File: config.mk
export PLATFORM = sky130hd
export DESIGN_NAME = line_nav_ctrl
export DESIGN_NICKNAME = d
export VERILOG_FILES = /design/src/rtl/line_nav_ctrl.sv
export SDC_FILE = /design/constraint.sdc
export NUM_CORES = 1
export LEC_CHECK = 0
export ABC_AREA = 0
export BUFFER_PORTS_ARGS = -buffer_cell sky130_fd_sc_hd__buf_2
export CORE_AREA = 2 2 128 130
export DETAILED_ROUTE_END_ITERATION = 12
export DIE_AREA = 0 0 130 132
export PLACE_DENSITY = 0.59
export SLEW_MARGIN = 30
export SYNTH_ARGS = -nofsm -noshare
export SYNTH_HDL_FRONTEND = slang
export SYNTH_SLANG_ARGS = --single-unit
export TNS_END_PERCENT = 20
File: constraint.sdc
create_clock -name clk -period 8.4 [get_ports clk]
set_input_delay 1.26 -clock clk [delete_from_list [all_inputs] [get_ports clk]]
set_output_delay 1.26 -clock clk [all_outputs]
set_load 0.02 [all_outputs]
File: src/rtl/line_nav_ctrl.sv
`default_nettype none
// ============================================================================
// Module   : line_nav_ctrl
// Brief    : Line-follow navigation FSM with an N-sensor tracker bar, a turn-plan
//            FIFO, debounced junction/loss detection and timed stop/turn phases.
//            Optional macro OBSTACLE_HALT_EN enables the obstacle freeze.
// Revision : 1.0 - initial release
// ============================================================================
module line_nav_ctrl #(
    parameter int N_SENS         = 5,
    parameter int START_CYCLES   = 100000000,
    parameter int CONFIRM_CYCLES = 200000,
    parameter int STOP_CYCLES    = 50000000,
    parameter int TURN_MAX       = 300000000,
    parameter int PLAN_DEPTH     = 16
) (
    input  logic                         clk,
    input  logic                         rst,
    input  logic                         enable,
    input  logic [N_SENS-1:0]            detect,
    input  logic                         plan_wr,
    input  logic [1:0]                   plan_data,
    input  logic                         plan_clr,
    input  logic                         obstacle,
    output logic [2:0]                   mode,
    output logic [3:0]                   state_o,
    output logic [$clog2(PLAN_DEPTH):0]  plan_count,
    output logic                         plan_ovf,
    output logic                         done,
    output logic                         fault
);

    localparam int c_C      = (N_SENS - 1) / 2;
    localparam int c_PTR_W  = $clog2(PLAN_DEPTH);
    localparam int c_MAX_A  = (START_CYCLES > STOP_CYCLES) ? START_CYCLES : STOP_CYCLES;
    localparam int c_MAX    = (c_MAX_A > TURN_MAX) ? c_MAX_A : TURN_MAX;
    localparam int c_CNT_W  = $clog2(c_MAX + 1);
    localparam int c_CONF_W = $clog2(CONFIRM_CYCLES + 1);

    localparam logic [c_CNT_W-1:0]  c_START_M1 = c_CNT_W'(START_CYCLES - 1);
    localparam logic [c_CNT_W-1:0]  c_STOP_M1  = c_CNT_W'(STOP_CYCLES - 1);
    localparam logic [c_CNT_W-1:0]  c_TURN_M1  = c_CNT_W'(TURN_MAX - 1);
    localparam logic [c_CONF_W-1:0] c_CONF     = c_CONF_W'(CONFIRM_CYCLES);
    localparam logic [c_CONF_W-1:0] c_CONF_M1  = c_CONF_W'(CONFIRM_CYCLES - 1);
    localparam logic [c_PTR_W:0]    c_DEPTH    = (c_PTR_W + 1)'(PLAN_DEPTH);
    localparam logic [N_SENS-1:0]   c_C_ONLY   = {{(N_SENS-1){1'b0}}, 1'b1} << c_C;

    localparam logic [2:0] c_M_STOP    = 3'd0;
    localparam logic [2:0] c_M_FWD     = 3'd1;
    localparam logic [2:0] c_M_SOFT_L  = 3'd2;
    localparam logic [2:0] c_M_SOFT_R  = 3'd3;
    localparam logic [2:0] c_M_PIVOT_L = 3'd4;
    localparam logic [2:0] c_M_PIVOT_R = 3'd5;

    // Latched actions: plan codes 0..3 as-is, plus a U-turn code for line loss
    localparam logic [2:0] c_A_STRAIGHT = 3'd0;
    localparam logic [2:0] c_A_LEFT     = 3'd1;
    localparam logic [2:0] c_A_RIGHT    = 3'd2;
    localparam logic [2:0] c_A_FINISH   = 3'd3;
    localparam logic [2:0] c_A_UTURN    = 3'd4;

    typedef enum logic [3:0] {
        S_IDLE   = 4'd0,  S_ARM    = 4'd1,  S_COUNT  = 4'd2,  S_FOLLOW = 4'd3,
        S_JCONF  = 4'd4,  S_LCONF  = 4'd5,  S_STOP   = 4'd6,  S_TURN_L = 4'd7,
        S_TURN_R = 4'd8,  S_UTURN  = 4'd9,  S_FINISH = 4'd10, S_FAULT  = 4'd11
    } state_t;

    state_t                r_state, w_state_nxt;
    logic [2:0]            r_mode, w_mode_nxt;
    logic [2:0]            r_steer, w_steer_nxt, w_steer;
    logic [2:0]            r_act, w_act_nxt;
    logic [c_CNT_W-1:0]    r_cnt, w_cnt_nxt;
    logic [c_CONF_W-1:0]   r_conf, w_conf_nxt;
    logic [c_CONF_W-1:0]   r_ign, w_ign_nxt;
    logic                  r_phase, w_phase_nxt;
    logic [1:0]            r_mem [PLAN_DEPTH];
    logic [c_PTR_W-1:0]    r_rd, r_wr;
    logic [c_PTR_W:0]      r_count;
    logic                  r_ovf;
    logic                  w_push, w_pop, w_clr, w_ovf_set, w_halt;
    logic                  w_all_set, w_all_clr, w_c_bit, w_left, w_right, w_empty, w_full;

    assign w_all_set = &detect;
    assign w_all_clr = ~|detect;
    assign w_c_bit   = detect[c_C];
    assign w_left    = |detect[N_SENS-1:c_C+1];
    assign w_right   = |detect[c_C-1:0];
    assign w_empty   = (r_count == '0);
    assign w_full    = (r_count == c_DEPTH);

`ifdef OBSTACLE_HALT_EN
    assign w_halt = obstacle && (r_state inside {S_FOLLOW, S_JCONF, S_LCONF,
                                                 S_TURN_L, S_TURN_R, S_UTURN});
`else
    // Port is kept for pin compatibility; the halt path is compiled out
    assign w_halt = obstacle & 1'b0;
`endif

    // Symmetric or two-sided patterns steer straight
    always_comb begin
        w_steer = c_M_FWD;
        if (w_left && !w_right)
            w_steer = c_M_SOFT_L;
        else if (w_right && !w_left)
            w_steer = c_M_SOFT_R;
    end

    always_comb begin
        w_state_nxt = r_state;
        w_cnt_nxt   = r_cnt;
        w_conf_nxt  = r_conf;
        w_ign_nxt   = r_ign;
        w_phase_nxt = r_phase;
        w_act_nxt   = r_act;
        w_steer_nxt = r_steer;
        w_push      = 1'b0;
        w_pop       = 1'b0;
        w_clr       = 1'b0;
        w_ovf_set   = 1'b0;

        // Plan loading is only possible while parked, independent of enable
        if (r_state == S_IDLE) begin
            if (plan_clr)
                w_clr = 1'b1;
            else if (plan_wr) begin
                if (w_full)
                    w_ovf_set = 1'b1;
                else
                    w_push = 1'b1;
            end
        end

        if (!enable) begin
            w_state_nxt = S_IDLE;
            w_cnt_nxt   = '0;
            w_conf_nxt  = '0;
            w_ign_nxt   = '0;
            w_phase_nxt = 1'b0;
        end else if (!w_halt) begin
            case (r_state)
                S_IDLE: w_state_nxt = S_ARM;
                S_ARM: begin
                    if (detect == c_C_ONLY) begin
                        w_state_nxt = S_COUNT;
                        w_cnt_nxt   = '0;
                    end
                end
                S_COUNT: begin
                    if (r_cnt >= c_START_M1) begin
                        w_state_nxt = S_FOLLOW;
                        w_cnt_nxt   = '0;
                    end else
                        w_cnt_nxt = r_cnt + 1'b1;
                end
                S_FOLLOW: begin
                    if (r_ign != '0)
                        w_ign_nxt = r_ign - 1'b1;
                    if (w_all_set && r_ign == '0) begin
                        w_state_nxt = S_JCONF;
                        w_conf_nxt  = c_CONF_W'(1);
                    end else if (w_all_clr) begin
                        w_state_nxt = S_LCONF;
                        w_conf_nxt  = c_CONF_W'(1);
                    end
                end
                S_JCONF, S_LCONF: begin
                    if ((r_state == S_JCONF) ? w_all_set : w_all_clr) begin
                        if (r_conf >= c_CONF_M1) begin
                            w_state_nxt = S_STOP;
                            w_cnt_nxt   = '0;
                            w_conf_nxt  = '0;
                            if (r_state == S_LCONF)
                                w_act_nxt = c_A_UTURN;
                            else if (w_empty)
                                w_act_nxt = c_A_FINISH;
                            else begin
                                w_act_nxt = {1'b0, r_mem[r_rd]};
                                w_pop     = 1'b1;
                            end
                        end else
                            w_conf_nxt = r_conf + 1'b1;
                    end else begin
                        w_state_nxt = S_FOLLOW;
                        w_conf_nxt  = '0;
                    end
                end
                S_STOP: begin
                    if (r_cnt >= c_STOP_M1) begin
                        w_cnt_nxt   = '0;
                        w_phase_nxt = 1'b0;
                        case (r_act)
                            c_A_STRAIGHT: begin
                                w_state_nxt = S_FOLLOW;
                                w_ign_nxt   = c_CONF;
                            end
                            c_A_LEFT:  w_state_nxt = S_TURN_L;
                            c_A_RIGHT: w_state_nxt = S_TURN_R;
                            c_A_UTURN: w_state_nxt = S_UTURN;
                            default:   w_state_nxt = S_FINISH;
                        endcase
                    end else
                        w_cnt_nxt = r_cnt + 1'b1;
                end
                S_TURN_L, S_TURN_R, S_UTURN: begin
                    // Reacquire is checked first so it wins over a coincident timeout
                    if (r_phase && w_c_bit && !w_all_set) begin
                        w_state_nxt = S_FOLLOW;
                        w_cnt_nxt   = '0;
                        w_phase_nxt = 1'b0;
                    end else if (r_cnt >= c_TURN_M1) begin
                        w_state_nxt = S_FAULT;
                        w_cnt_nxt   = '0;
                        w_phase_nxt = 1'b0;
                    end else begin
                        w_cnt_nxt = r_cnt + 1'b1;
                        if (!w_c_bit)
                            w_phase_nxt = 1'b1;
                    end
                end
                default: w_state_nxt = r_state;
            endcase
            if (w_state_nxt == S_FOLLOW)
                w_steer_nxt = w_steer;
        end
    end

    always_comb begin
        w_mode_nxt = c_M_STOP;
        if (!w_halt || !enable) begin
            case (w_state_nxt)
                S_FOLLOW, S_JCONF, S_LCONF: w_mode_nxt = w_steer_nxt;
                S_TURN_L:                   w_mode_nxt = c_M_PIVOT_L;
                S_TURN_R, S_UTURN:          w_mode_nxt = c_M_PIVOT_R;
                default:                    w_mode_nxt = c_M_STOP;
            endcase
        end
    end

    always_ff @(posedge clk or posedge rst) begin
        if (rst) begin
            r_state <= S_IDLE;
            r_mode  <= c_M_STOP;
            r_steer <= c_M_FWD;
            r_act   <= c_A_STRAIGHT;
            r_cnt   <= '0;
            r_conf  <= '0;
            r_ign   <= '0;
            r_phase <= 1'b0;
            r_rd    <= '0;
            r_wr    <= '0;
            r_count <= '0;
            r_ovf   <= 1'b0;
        end else begin
            r_state <= w_state_nxt;
            r_mode  <= w_mode_nxt;
            r_steer <= w_steer_nxt;
            r_act   <= w_act_nxt;
            r_cnt   <= w_cnt_nxt;
            r_conf  <= w_conf_nxt;
            r_ign   <= w_ign_nxt;
            r_phase <= w_phase_nxt;
            if (w_clr) begin
                r_rd    <= '0;
                r_wr    <= '0;
                r_count <= '0;
                r_ovf   <= 1'b0;
            end else begin
                if (w_push) begin
                    r_wr    <= r_wr + 1'b1;
                    r_count <= r_count + 1'b1;
                end
                if (w_pop) begin
                    r_rd    <= r_rd + 1'b1;
                    r_count <= r_count - 1'b1;
                end
                if (w_ovf_set)
                    r_ovf <= 1'b1;
            end
        end
    end

    always_ff @(posedge clk) begin
        if (w_push)
            r_mem[r_wr] <= plan_data;
    end

    assign mode       = r_mode;
    assign state_o    = r_state;
    assign plan_count = r_count;
    assign plan_ovf   = r_ovf;
    assign done       = (r_state == S_FINISH);
    assign fault      = (r_state == S_FAULT);

endmodule
`default_nettype wire
=== Word-level counts from Yosys, hierarchy flattened ===
Memories as Yosys holds them, arrays and structs flattened.
Index checks and enable logic that the tools add are counted.

* Order comparisons: 4
* Eq/ne operators: 35
* Multiplexer cells: 74
* Add/sub/neg operators: 7
* Reductions and logical operators: 31

{| class="wikitable"
|+ Operator list
! cell !! count
|-
| 29-bit 2-to-1 mux || 8
|-
| 18-bit 2-to-1 mux || 9
|-
| 29-bit one-hot mux with 5 select lines || 1
|-
| 18-bit one-hot mux with 2 select lines || 2
|-
| 4-bit 2-to-1 mux || 15
|-
| 29-bit by 1-bit adder with 29-bit output, second input constant || 1
|-
| 29-bit by 26-bit >= comparator with 1-bit output, second input constant || 1
|-
| 29-bit by 27-bit >= comparator with 1-bit output, second input constant || 1
|-
| 29-bit >= comparator, second input constant || 1
|-
| 4-bit by 3-bit == test with 1-bit output, second input constant || 7
|-
| 4-bit one-hot mux with 7 select lines || 1
|-
| 1-bit 2-to-1 mux || 26
|-
| 4-bit == test, second input constant || 6
|-
| 18-bit by 1-bit adder with 18-bit output, second input constant || 1
|-
| 18-bit >= comparator, second input constant || 1
|-
| 18-bit zero test || 1
|-
| 18-bit nonzero test || 1
|-
| 18-bit by 1-bit subtractor with 18-bit output, second input constant || 1
|-
| 4-bit by 2-bit == test with 1-bit output, second input constant || 4
|-
| 4-bit one-hot mux with 4 select lines || 1
|-
| 5-bit 2-to-1 mux || 3
|-
| 3-bit inequality test, second input constant || 5
|-
| 3-bit 2-to-1 mux || 4
|-
| 4-bit AND reduction || 3
|-
| other kinds (30) || 47
|}

* Memories kept: 1
* RAM bits: 32
* Bits in registers: 93
* Output and inout bits: 15
* Input port bits: 13

{| class="wikitable"
|+ Memories
! memory !! depth !! bits a word !! rd ports !! clocked after Yosys merged registers in !! write ports !! RTL line !! text
|-
| r_mem || 16 || 2 || 1 || 0 || 1 || 76 || <nowiki>logic [1:0] r_mem [PLAN_DEPTH];</nowiki>
|}

=== Depth between registers and ports, before layout ===
Gate-level depths: netlist (run 1).

* Depth in word-level cells: 10
* Mapped depth: 12

=== Worst setup path after synthesis (run 1) ===
No wires, ideal clock.

* Path kind: input port to flip-flop
* Start: in detect[1]
* End: reg r_count[4] (netlist: plan_count[4])
* Arrival: 3,891 ps
* Library setup time: 94 ps
* Slack: 4,415 ps
* Stages on the path: 11
* Path through: nor4_1 nand2_1 mux2i_1 nand4_1 nor3_2 ha_1 a21o_1 a21oi_1 nor2_1 a21o_1 a211oi_1

* Word-level cells in the longest chain between the ends: 8

{| class="wikitable"
|+ Ends and longest elaborated chain
! what !! RTL line !! text
|-
| start: declaration || 20 || <nowiki>input logic [N_SENS-1:0] detect,</nowiki>
|-
| 5-bit OR reduction || 84 || <nowiki>assign w_all_clr = ~|detect;</nowiki>
|-
| 1-bit zero test || 84 ||
|-
| 1-bit 2-to-1 mux * (2 in a row) || 167 || <nowiki>if ((r_state == S_JCONF) ? w_all_set : w_all_clr) begin</nowiki>
|-
| 1-bit 2-to-1 mux * || 140 || <nowiki>case (r_state)</nowiki>
|-
| 1-bit 2-to-1 mux * || 133 || <nowiki>if (!enable) begin</nowiki>
|-
| 5-bit 2-to-1 mux || 272 || <nowiki>if (w_pop) begin</nowiki>
|-
| 5-bit 2-to-1 mux || 262 || <nowiki>if (w_clr) begin</nowiki>
|-
| end signal: assignment || 270 || <nowiki>r_count <= r_count + 1'b1;</nowiki>
|-
| end signal: assignment || 274 || <nowiki>r_count <= r_count - 1'b1;</nowiki>
|-
| end: declaration || 78 || <nowiki>logic [c_PTR_W:0] r_count;</nowiki>
|}

Every way passes the cells marked *; elsewhere a longest branch is shown, timed or not.
A chain may end at the register's enable or synchronous reset.

=== Worst setup path after layout (run 1) ===
Same ends and word-level chain as after synthesis.

==> results of run 1 <==
-- per-layer routing --
metal / global-route usage, % / part of all wire [%]
met1: 26.42 / 45
met2: 29.26 / 49
met3: 4.464 / 4.8
met4: 6.153 / 1.1
met5: 0 / 0
-- kinds of logic (layout without fill, tap and decap cells) --
logic type | Yosys count | after routing | share of synthesized area (%)
DFF | 125 | 125 | 46.97
AOI/OAI and AO/OA | 112 | 112 | 12.10
muxes | 23 | 23 | 5.110
buffers and inverters | 53 | 80 | 3.055
and+or+nand+nor | 330 | 330 | 23.91
adders and majority gates | 14 | 14 | 2.609
xor gates and xnor gates | 50 | 50 | 6.253
-- synthesized netlist by cell type, drive strengths merged, types with 6 or more instances --
cell	instances	area (um^2)
a21oi	20	100.1
nor3b	12	90.09
mux4	10	225.2
and2	10	62.56
nor3	37	190.2
buf	9	48.80
xor2	10	87.58
clkbuf	27	101.4
nor2b	7	43.79
or3	8	50.05
o31ai	9	81.33
a21o	6	45.04
nand4	11	68.82
edfxtp	32	960.9
nand3	24	120.1
nand2	54	202.7
mux2i	11	110.1
ha	13	162.7
nor2	106	397.9
nor4	12	75.07
a211oi	8	60.06
inv	17	63.81
dfrtp	92	2302
xnor2	40	350.3
and3	15	93.84
o21ai	26	130.1
-- worst paths after layout --
path                                        endpoint  slack (ps)  cells after the start
hold reg to reg                 r_steer[0]$_DFF_PP1_         490                      2
hold / removal                  r_steer[0]$_DFF_PP1_         490                      2
max in group asynchronous       plan_ovf$_DFFE_PP0P_        6410                      3
setup reg to reg           plan_count[4]$_DFFE_PP0P_        4430                     11
min in group asynchronous     r_conf[14]$_DFFE_PP0P_         840                      2
setup / recovery           plan_count[4]$_DFFE_PP0P_        3980                     12
-- through the flow --
stage | cell area (um^2) | worst slack, ps | utilization, %
global route | 7844 | 3567 | 49.92
CTS | 7844 | 4006 | 49.92
floorplan | 7003 | 4415 | -
detailed placement | 7305 | 3555 | 46.49
finish | 7844 | 3978 | 49.92
global placement | 7297 | 3697 | 46.44
-- registers in the layout, summed over array words and instances (netlist names) --
name and cells:
state_o 4, r_ign 18, r_act 3, r_mem 32, r_wr 4, r_cnt 29, r_rd 4, r_conf 18
r_phase 1, mode 3, r_steer 3, plan_ovf 1, plan_count 5
-- layout by cell type (no fill, tap or decap), types with 6 or more instances in the layout --
master / n
nor4_1: 12
mux2i_1: 11
edfxtp_1: 32
or3_1: 8
and3_1: 15
nand3_1: 24
mux4_2: 10
xor2_1: 10
a21oi_1: 20
nand4_1: 11
nor3b_1: 12
o21ai_0: 23
buf_2: 26
inv_1: 16
clkbuf_16: 17
nor3_1: 36
a211oi_1: 8
nor2b_1: 7
dfrtp_1: 92
nand2_1: 54
xnor2_1: 40
o31ai_1: 8
a21o_1: 6
nor2_1: 106
and2_1: 9
ha_1: 13
-- layout make-up --
| cell class | count | area share (%) |
|---|---|---|
| clock buffer | 18 | 5.471 |
| clock inverter | 14 | 1.404 |
| inverter | 17 | 0.8454 |
| multi-input combinational | 529 | 44.76 |
| sequential | 125 | 41.94 |
| tap | 216 | 3.446 |
| timing repair buffer | 31 | 2.138 |
-- worst max-delay path, delay by kind of cell --
family | cells | cell delay, ps
buffers and inverters | 1 | 110
adder cells (fa/ha/maj) | 1 | 400
AO/OA/AOI/OAI | 4 | 820
multiplexers | 1 | 220
AND/OR/NAND/NOR | 5 | 1910
-- power by group --
part           switching [mW]  leakage, nW  total (mW)  internal [mW]
Sequential             0.0205         1.57       0.662          0.641
Clock                   0.288        0.261       0.670          0.382
Combinational          0.0882         1.41       0.138         0.0493
Total                   0.397         3.24        1.47           1.07
==> run summary, run 1 <==
The run finished with clean final reports. The number of buffers added for setup after CTS came out at 0. The number of filler instances in the final layout was 1,418. Nature of the critical path startpoint: a primary input. After legalization and detailed placement, the total HPWL measured 10.31 mm.

The final wirelength was 15.11 mm; the maximum number of buffers from clock root to sink was 2. The leftover overflow at the end of global routing was 0; the post-route total power was 1.469 mW. TritonCTS built the clock tree. The number of antenna diodes in the final layout is 0. In this run the static leakage power is 3.244 nW.

The run gives 26.03 mm as the first-pass GRT wire length. Type of the setup path with the least slack: primary input to flop. The core region is 0.01571 mm^2. The tree built by TritonCTS fans out to 125 sinks.

The number of distinct standard cells referenced by the synthesized netlist was 74; the synthesized netlist net count was 734. The critical path starts at detect[1]. Max-cap violations in this run came to 0.

In the final layout, the share of cells above drive strength 1 is 12.40%. Final clock skew: 10.05 ps. For the max-slew violation total from the final report, the log shows 0.

The final weighted congestion of routability-driven global placement is 0.9025. The most numerous cell type found on the critical path is a21o_1. The smallest clock period supported by the final layout is computed as 4422 ps. STA classifies the critical path endpoint as a flop. The placement row count came out at 46. The clock tree synthesis step divided the H-tree into 4 levels.

The count of unresolved DRC violations after routing was 0; the I/O pin total was 28. The logs give 0.007003 mm^2 for the combined area of all synthesized cells and 950 for the final instance count without filler cells. Number of vias in the routed layout: 5,362.

The clock transition time at the flip-flop clock pins of the worst setup and hold paths is 60 ps, and the quantity of gates resized following cts is 0. Clock latency on the worst-skew pair, taken at its later pin, is 420 ps. The die outline area is 0.01716 mm^2.

The tools report the final-report hold violation count as 0. The initial antenna violation count was 0; the vias per cell was 5.644. The startpoint identified for the worst hold timing path is r_steer[0]$_DFF_PP1_.

Of all flip-flops after synthesis, the portion carrying an async set or reset was 74.40%. The tools report the count of nets left with antenna violations after detail routing as 0. Cell at the slowest stage of the critical path: nor3_2. The tree is rooted in a clkbuf_16. The power per unit of standard cell area was 187.3 mW/mm^2; the post-layout net count was 748. At the pin with the least slew margin, the transition time is 792.2 ps. The run gives 18.97% as the combined global-route utilization of all metal layers. The critical path goes through buf_2, nor4_1, nand2_1, mux2i_1, nand4_1, nor3_2, ha_1, a21o_1, a21oi_1, nor2_1, a21o_1, a211oi_1.

Measured against its own limit, the worst slew margin works out to 47.19%. After the first detailed-routing iteration, the DRC count stood at 402. The logs give 0 for the number of buffers inserted by hold repair at cts and 918 for the total placed cells including tap cells.

Entering global routing, the biggest net connects 62 pins. For the data required time of the critical path, the log shows 8720 ps. The biggest fanout along the worst timing path is 10. The routed length per instance was 15.90 um.

The run gives 0.003289 mm^2 as the sequential cell area. The maximum ir drop on the vdd rail was 0.1383 mV. The smallest hold slack is 485.8 ps. The run gives 17 as the total CTS buffers. In this run the mean area of a mapped cell was 9.905 um^2. The summed negative setup slack over all endpoints came out at 0 ps. Synthesis-to-finish area growth: 12.01%. For the portion of the post-synthesis area used by sequential elements, the log shows 46.97%. In the final layout, the multi-input gates occupy 0.003511 mm^2. The arrival time reported for the critical path endpoint is 4740 ps. The first detailed-routing pass ran for 5 iterations. In this run, synthesis inferred 32 flip-flops with an integrated enable.

Yosys printed 0 warnings. The starting density of the core is 44.57%. The top flip-flop cell by instance count after synthesis was dfrtp_1. The floorplan step set the die width to 130 um.

Setup violations remaining at the end of the flow were counted as 0. In this run, synthesis produced a sequential element count of 125. Setup repair after global routing left no endpoint under its margin. For the number of global-route vias before repair, the log shows 5,207. The die boundary height is 132 um, and the portion of the clock cycle consumed by the worst path in the final layout is 52.64%. The startpoint identified for the worst register-to-register timing path is state_o[1]$_DFF_PP0_. For this run, the slowest stage of the critical path takes 660 ps.

The type of the most critical hold path is flop to flop. The logs give 226.2 MHz for the highest achievable clock rate and 707 for the post-synthesis cell count. The count of buffers added on input and output ports is 26.
Power figures use the tool's default switching activity.
==> run 2, diff against run 1 <==
--- a/config.mk
+++ b/config.mk
@@ -10,7 +10,7 @@
 export CORE_AREA = 2 2 128 130
 export DETAILED_ROUTE_END_ITERATION = 12
 export DIE_AREA = 0 0 130 132
-export PLACE_DENSITY = 0.59
+export PLACE_DENSITY = 0.61
 export SLEW_MARGIN = 30
 export SYNTH_ARGS = -nofsm -noshare
 export SYNTH_HDL_FRONTEND = slang
==> constraint.sdc (replaced) <==
create_clock -name clk -period 3.9 [get_ports clk]
set_input_delay 0.585 -clock clk [delete_from_list [all_inputs] [get_ports clk]]
set_output_delay 0.585 -clock clk [all_outputs]
set_load 0.02 [all_outputs]
==> run summary, run 2 (synthesis results as in run 1) <==
The worst slack at placement came out at 489.2 ps (-3066 ps). The number of H-tree levels was 4 (unchanged); the synthesis-to-finish area growth was 12.99%. The arrival time reported for the critical path endpoint was 3750 ps (-990 ps); the number of buffers added for setup after CTS was 0 (unchanged). The leftover overflow at the end of global routing is 0 (unchanged), and the worst path buffer plus inverter count is 0 (-1).

The first-pass GRT wire length was 25.74 mm (-1.1%); the quantity of gates resized following cts was 0 (unchanged). The clock transition time at the flip-flop clock pins of the worst setup and hold paths is 60 ps (about the same), and the initial antenna violation count is 0 (unchanged). The post-layout net count came out at 755 (+0.94%). The logs give 0 (unchanged) for the max-slew violation total from the final report and 420 ps (about the same) for the later-pin clock latency in the skew report. The die outline area is 0.01716 mm^2 (unchanged). The tools report the summed negative setup slack over all endpoints as 0 ps (unchanged). The final antenna diode count came out at 0 (unchanged). The depth of the most critical reg-to-reg path was 11 (unchanged). DRC marker count from the first detailed-route iteration: 423 (+5.2%). Most common cell after layout, fill and taps aside: nor2_1. The maximum number of buffers from clock root to sink is 2 (unchanged), and the number of setup violations in the final report is 0 (unchanged).

The count of unresolved DRC violations after routing was 0 (unchanged); the highest achievable clock rate was 291.3 MHz. The logs give 18.52% (-0.45 points) for the combined global-route utilization of all metal layers and 0 (unchanged) for the number of buffers inserted by hold repair at cts. The vias per cell was 5.648 (about the same). The biggest fanout along the worst timing path works out to 12 (+2). The maximum cell stage delay along the critical path is 570 ps (-90 ps). Type of the most critical hold path: primary input to async pin.

The run gives 10.31 mm (about the same) as the post-detailed-placement half-perimeter wirelength. The run gives 0 (unchanged) as the count of nets left with antenna violations after detail routing. The run gives 1,421 (+0.21%) as the number of filler instances in the final layout. The family of cells with the greatest summed delay on the critical path is simple AND/OR/NAND/NOR gates.

For the headroom to the max-slew limit, the log shows 48.99% (+1.8 points). For the final-report hold violation count, the log shows 0 (unchanged). The post-route total power was 3.202 mW (+120%). The horizontal die dimension was 130 um (unchanged). The sequential cell area came out at 0.003289 mm^2 (unchanged). Proportion of layout cells with a drive suffix above 1: 13.36% (+0.96 points). The worst path needs 3433 ps of the cycle, external delays included. The tools report the cell leakage power as 3.287 nW (+1.3%). The critical path capture point type was a flop. The die boundary height works out to 132 um (unchanged). The minimum setup slack among reg-to-reg paths is 470 ps (-3960 ps), and the number of global-route vias before repair is 5,159 (-0.92%). The top cell types in the final layout, fill and taps aside, are nor2_1 (106), dfrtp_1 (92), nand2_1 (54). The run finished with clean final reports.

Setup repair after global routing left no endpoint under its margin. CTS placed an instance of clkbuf_16 at the clock tree root. The final wirelength was 14.85 mm (-1.7%); the core area was 0.01571 mm^2 (unchanged).

For the total area of multi-input combinational cells, the log shows 0.003503 mm^2 (-0.21%). TritonCTS built the clock tree. The maximum ir drop on the vdd rail was 0.2682 mV (+94%). The data required time of the critical path was 4220 ps (-4500 ps). The run gives 125 (unchanged) as the number of clock sinks seen by CTS.

The worst setup path is launched from a flop. Transition time at the pin with the least slew margin: 754.6 ps (-37.60 ps). The pin count of the biggest net entering global routing was 79 (+27%); the power per unit of standard cell area was 404.6 mW/mm^2 (+120%). The final clock skew was 10.86 ps (+0.8116 ps). The largest registers in the layout are r_mem x32, r_cnt x29. The run gives 466.5 ps (-3512 ps) as the worst setup margin. The run gives 0 (unchanged) as the reported max-cap violation count. The worst register-to-register path ends at plan_count[4]$_DFFE_PP0P_.

The I/O pin total is 28 (unchanged). In this run the critical register-to-register path is launched from state_o[2]$_DFF_PP0_. The cell at the slowest stage of the critical path was dfrtp_1.

The portion of the clock cycle consumed by the worst path in the final layout was 88.04%; the number of flip-flops under the largest register name was 32 (unchanged). Total CTS buffers: 17 (unchanged). The routed length per instance is 15.51 um (-2.5%), and the count of port buffers added during placement is 26 (unchanged).

Starting density of the core: 44.57% (unchanged). The register name with the most flops was r_mem. The logs give 5 (unchanged) for the detailed-router iteration count before antenna repair and 46 (unchanged) for the placement row count.

The final weighted congestion of routability-driven global placement is 0.8746 (-3.1%), and the number of vias in the routed layout is 5,405 (+0.80%). Traced cell by cell, the critical path runs through or3b_1, nor2_1, mux2i_1, nand4_1, nor3_2, ha_1, a21o_1, a21oi_1, nor2_1, a21o_1, a211oi_1. The type of the setup path with the least slack is flop to flop.
[run 2: worst max-delay path by stage]
stage,start,to,cells after the start
3_5_place_dp,detect[1],plan_count[4]$_DFFE_PP0P_,13
4_1_cts,state_o[2]$_DFF_PP0_,plan_count[4]$_DFFE_PP0P_,11
2_1_floorplan,state_o[1]$_DFF_PP0_,plan_count[4]$_DFFE_PP0P_,12
5_1_grt,state_o[2]$_DFF_PP0_,plan_count[4]$_DFFE_PP0P_,11
3_3_place_gp,detect[1],plan_count[4]$_DFFE_PP0P_,13
6_report,state_o[2]$_DFF_PP0_,plan_count[4]$_DFFE_PP0P_,11
[run 2: per-layer routing]
| metal | part of all wire, % | vias up | wire length (um) | GRT usage (%) |
|---|---|---|---|---|
| li1 | - | 2612 | - | - |
| met1 | 48 | 2651 | 7129 | 26.89 |
| met2 | 47 | 127 | 6969 | 27.78 |
| met3 | 3.8 | 15 | 570 | 4.180 |
| met4 | 1.2 | 0 | 175 | 5.496 |
| met5 | 0 | - | 0 | 0 |
[run 2: cell type report]
type	count	share of cell area, %
sequential	125	41.57
tap	216	3.416
inverter	17	0.8697
clock inverter	15	1.708
clock buffer	17	5.376
multi-input combinational	529	44.28
timing repair buffer	38	2.783
[run 2: power by group]
part | internal (mW) | switching [mW]
registers | 1.38 | 0.0430
logic | 0.108 | 0.192
clock network | 0.835 | 0.644
total | 2.32 | 0.878
[run 2: stage by stage]
stage / cell area, um^2 / hold WS (ps) / util [%] / std cells
after floorplan: 7003 / 448.3 / - / 707
after global placement: 7350 / 459.0 / 46.78 / 925
after detailed placement: 7350 / 460.2 / 46.78 / 925
after CTS: 7910 / 421.9 / 50.34 / 957
after global routing: 7913 / 335.5 / 50.36 / 957
final: 7913 / 290.7 / 50.36 / 957
==> run 3, diff against run 2 <==
--- a/config.mk
+++ b/config.mk
@@ -7,10 +7,12 @@
 export LEC_CHECK = 0
 export ABC_AREA = 0
 export BUFFER_PORTS_ARGS = -buffer_cell sky130_fd_sc_hd__buf_2
-export CORE_AREA = 2 2 128 130
+export CELL_PAD_IN_SITES_DETAIL_PLACEMENT = 1
+export CELL_PAD_IN_SITES_GLOBAL_PLACEMENT = 1
+export CORE_AREA = 2 2 130 132
 export DETAILED_ROUTE_END_ITERATION = 12
-export DIE_AREA = 0 0 130 132
-export PLACE_DENSITY = 0.61
+export DIE_AREA = 0 0 132 134
+export PLACE_DENSITY = 0.72
 export SLEW_MARGIN = 30
 export SYNTH_ARGS = -nofsm -noshare
 export SYNTH_HDL_FRONTEND = slang
==> run summary, run 3 (synthesis results as in run 1) <==
The run finished with clean final reports. In the layout the commonest cells are nor2_1 (106), dfrtp_1 (92), nand2_1 (54). The tools report the reported max-cap violation count as 0 (unchanged). For the detailed-router iteration count before antenna repair, the log shows 5 (unchanged). The nature of the critical path startpoint is a flop. The largest registers in the layout are r_mem x32, r_cnt x29. The number of setup violations in the final report was 0 (unchanged); the biggest fanout along the worst timing path was 9 (-3). The library cell used most frequently in the layout, excluding fill and tap cells, is nor2_1. The tools report the later-pin clock latency in the skew report as 430 ps (about the same). The depth of the most critical reg-to-reg path is 13 (+2), and the I/O pin total is 28 (unchanged).

By startpoint and endpoint, the worst setup path is classified as flop to flop. Clock period minus worst slack: 3375 ps (-58.88 ps). The run gives 29.73 mm (+15%) as the first-pass GRT wire length. The number of H-tree levels was 4 (unchanged).

The minimum setup slack among reg-to-reg paths came out at 530 ps (+60 ps). The count of port buffers added during placement is 26 (unchanged), and the count of unresolved DRC violations after routing is 0 (unchanged). The logs give 0.8841 mW (+0.66%) for the reported net switching power and 296.3 MHz (+1.7%) for the highest achievable clock rate. The share of the core filled with cells came out at 48.90% (-1.5 points). The internal portion of total power is 2.457 mW (+5.8%). The tools report the placement row count as 47 (+2.2%).

The run gives 20.94% (+2.4 points) as the combined global-route utilization of all metal layers. The type of the most critical hold path was primary input to async pin. The number of vias in the routed layout is 5,505 (+1.9%). For the pin count of the biggest net entering global routing, the log shows 36 (-54%).

Setup repair after global routing left no endpoint under its margin. The logs give 0.01769 mm^2 (+3.1%) for the die outline area and 0.8571 (-2.0%) for the final weighted congestion of routability-driven global placement. The signal on the critical path passes through ha_1, and3_1, a41o_1, a21o_1, nand4_1, nor3_2, buf_4, fa_1, a21o_1, a21oi_1, nor2_1, a21o_1, a211oi_1. TritonCTS built the clock tree. Routed length per instance: 18.18 um (+17%).

The max-slew violation total from the final report was 0 (unchanged). The share of power burned in the clock network is 47.9% (+1.7 points), and the horizontal die dimension is 132 um (+1.5%). The launch instance of the worst register-to-register path was r_conf[0]$_DFFE_PP0P_. The leftover overflow at the end of global routing was 0 (unchanged); the number of clock sinks seen by CTS was 125 (unchanged). The quantity of gates resized following cts was 0 (unchanged); the initial antenna violation count was 0 (unchanged). The headroom to the max-slew limit is 47.43% (-1.6 points). The logs give 3.308 nW (+0.63%) for the cell leakage power and 5,808 (+13%) for the number of global-route vias before repair. STA classifies the critical path endpoint as a flop. The final wirelength was 17.51 mm (+18%); the synthesis-to-finish area growth was 13.74%. The post-detailed-placement half-perimeter wirelength was 12.02 mm (+17%).

The switching part of the total works out to 26.46% (-0.97 points). The arrival time reported for the critical path endpoint is 3700 ps (-50 ps), and the relative contribution of combinational cells to total power is 9.5% (+0.2 points). Number of buffers inserted by hold repair at cts: 0 (unchanged). The final-report hold violation count is 0 (unchanged), and the proportion of layout cells with a drive suffix above 1 is 13.73% (+0.37 points). For the worst setup margin, the log shows 525.4 ps (+58.88 ps). The part of the total power dissipated in sequential elements was 42.7% (-1.8 points); the vias per cell was 5.717 (+1.2%). Core area: 0.01629 mm^2 (+3.7%).

For this design, the slowest cell found on the critical path is dfrtp_1. The die boundary height was 134 um (+1.5%); the starting density of the core was 42.99% (-1.6 points). Maximum cell stage delay along the critical path: 410 ps (-160 ps).

The power per unit of standard cell area is 419.5 mW/mm^2 (+3.7%). In this design, the critical path's most frequently occurring cell is a21o_1. Worst flop-to-flop path endpoint: plan_count[4]$_DFFE_PP0P_.

The clock transition time at the flip-flop clock pins of the worst setup and hold paths is 60 ps (about the same). The total placed cells including tap cells is 931 (+0.65%). The data required time of the critical path was 4230 ps (about the same); the total CTS buffers was 17 (unchanged). The final antenna diode count came out at 0 (unchanged). Worst slack at placement: 344.6 ps (-144.6 ps). The maximum ir drop on the vdd rail was 0.3122 mV (+16%); the number of flip-flops under the largest register name was 32 (unchanged).

The final clock skew was 7.701 ps (-3.158 ps). The tools report the summed negative setup slack over all endpoints as 0 ps (unchanged). The portion of the clock cycle consumed by the worst path in the final layout was 86.53% (-1.5 points); the final instance count without filler cells was 963 (+0.63%). The post-layout net count is 757 (+0.26%).

The maximum number of buffers from clock root to sink was 2 (unchanged). The number of buffers added for setup after CTS was 0 (unchanged); the transition time at the pin with the least slew margin was 788.1 ps (+33.52 ps). The DRC marker count from the first detailed-route iteration was 307 (-27%).

The run gives 0 (unchanged) as the count of nets left with antenna violations after detail routing. The tools report the clock tree root buffer cell as clkbuf_16. Ranked by flip-flop count, first place goes to r_mem.
==> run 3: changes by cell type in the layout (fill, tap and decap cells not counted), sizes merged <==
| cell | delta |
|---|---|
| clkinv | -5 |
| bufinv | +2 |
| clkinvlp | +2 |
| clkbuf | +1 |
| buf | +2 |
==> run 3: area by class of cell <==
class | instances | area (um^2)
clock buffers | 18 | 439.2
clock inverters | 14 | 156.4
fillers | 1822 | 8324
inverters | 17 | 66.31
multi-input cells | 529 | 3503
flip-flops and latches | 125 | 3289
well taps | 220 | 275.3
repair buffers | 40 | 235.2
==> run 3: power groups by stage <==
stage	registers (mW)	logic [mW]	clock network (mW)
final	1.43	0.316	1.60
after global routing	1.43	0.358	1.68
after CTS	1.42	0.320	1.64
after detailed placement	1.45	0.313	0
after global placement	1.45	0.301	0
after floorplan	1.44	0.223	0
==> run 3: how the worst max path moves through the flow <==
| stage | from | endpoint | slack [ps] | cells past startpoint |
|---|---|---|---|---|
| 6_report | r_conf[0]$_DFFE_PP0P_ | plan_count[4]$_DFFE_PP0P_ | 530 | 13 |
| 5_1_grt | r_conf[0]$_DFFE_PP0P_ | plan_count[4]$_DFFE_PP0P_ | 310 | 13 |
| 4_1_cts | r_conf[0]$_DFFE_PP0P_ | plan_count[4]$_DFFE_PP0P_ | 490 | 13 |
| 3_5_place_dp | detect[1] | plan_count[4]$_DFFE_PP0P_ | 340 | 13 |
| 3_3_place_gp | detect[1] | plan_count[4]$_DFFE_PP0P_ | 450 | 13 |
| 2_1_floorplan | state_o[1]$_DFF_PP0_ | plan_count[4]$_DFFE_PP0P_ | 460 | 12 |
==> run 3: worst max-delay path, delay by kind of cell (launching register included) <==
kind / cells / cell delay [ps]
DFF: 1 / 410
and+or+nand+nor: 4 / 680
buffers and inverters: 1 / 190
adders and majority gates: 2 / 650
AOI/OAI and AO/OA: 6 / 1350
==> run 3: per-layer routing <==
metal  vias to the layer above  share of wire, %  routed length, um  GRT usage (%)
li1                       2608                 -                  -              -
met5                         -                 0                  0              0
met2                        94                49               8525          34.92
met4                         0               1.6                277          7.367
met1                      2779                46               8117          27.38
met3                        24               3.4                590          4.082
==> run 3: metrics by stage <==
| stage | power (mW) | area (um^2) | hold slack [ps] |
|---|---|---|---|
| 2_1_floorplan | 1.666 | 7003 | 448.3 |
| 3_3_place_gp | 1.747 | 7370 | 456.5 |
| 3_5_place_dp | 1.762 | 7370 | 470.1 |
| 4_1_cts | 3.381 | 7965 | 139.9 |
| 5_1_grt | 3.468 | 7965 | 171.9 |
| 6_report | 3.342 | 7965 | 141.9 |
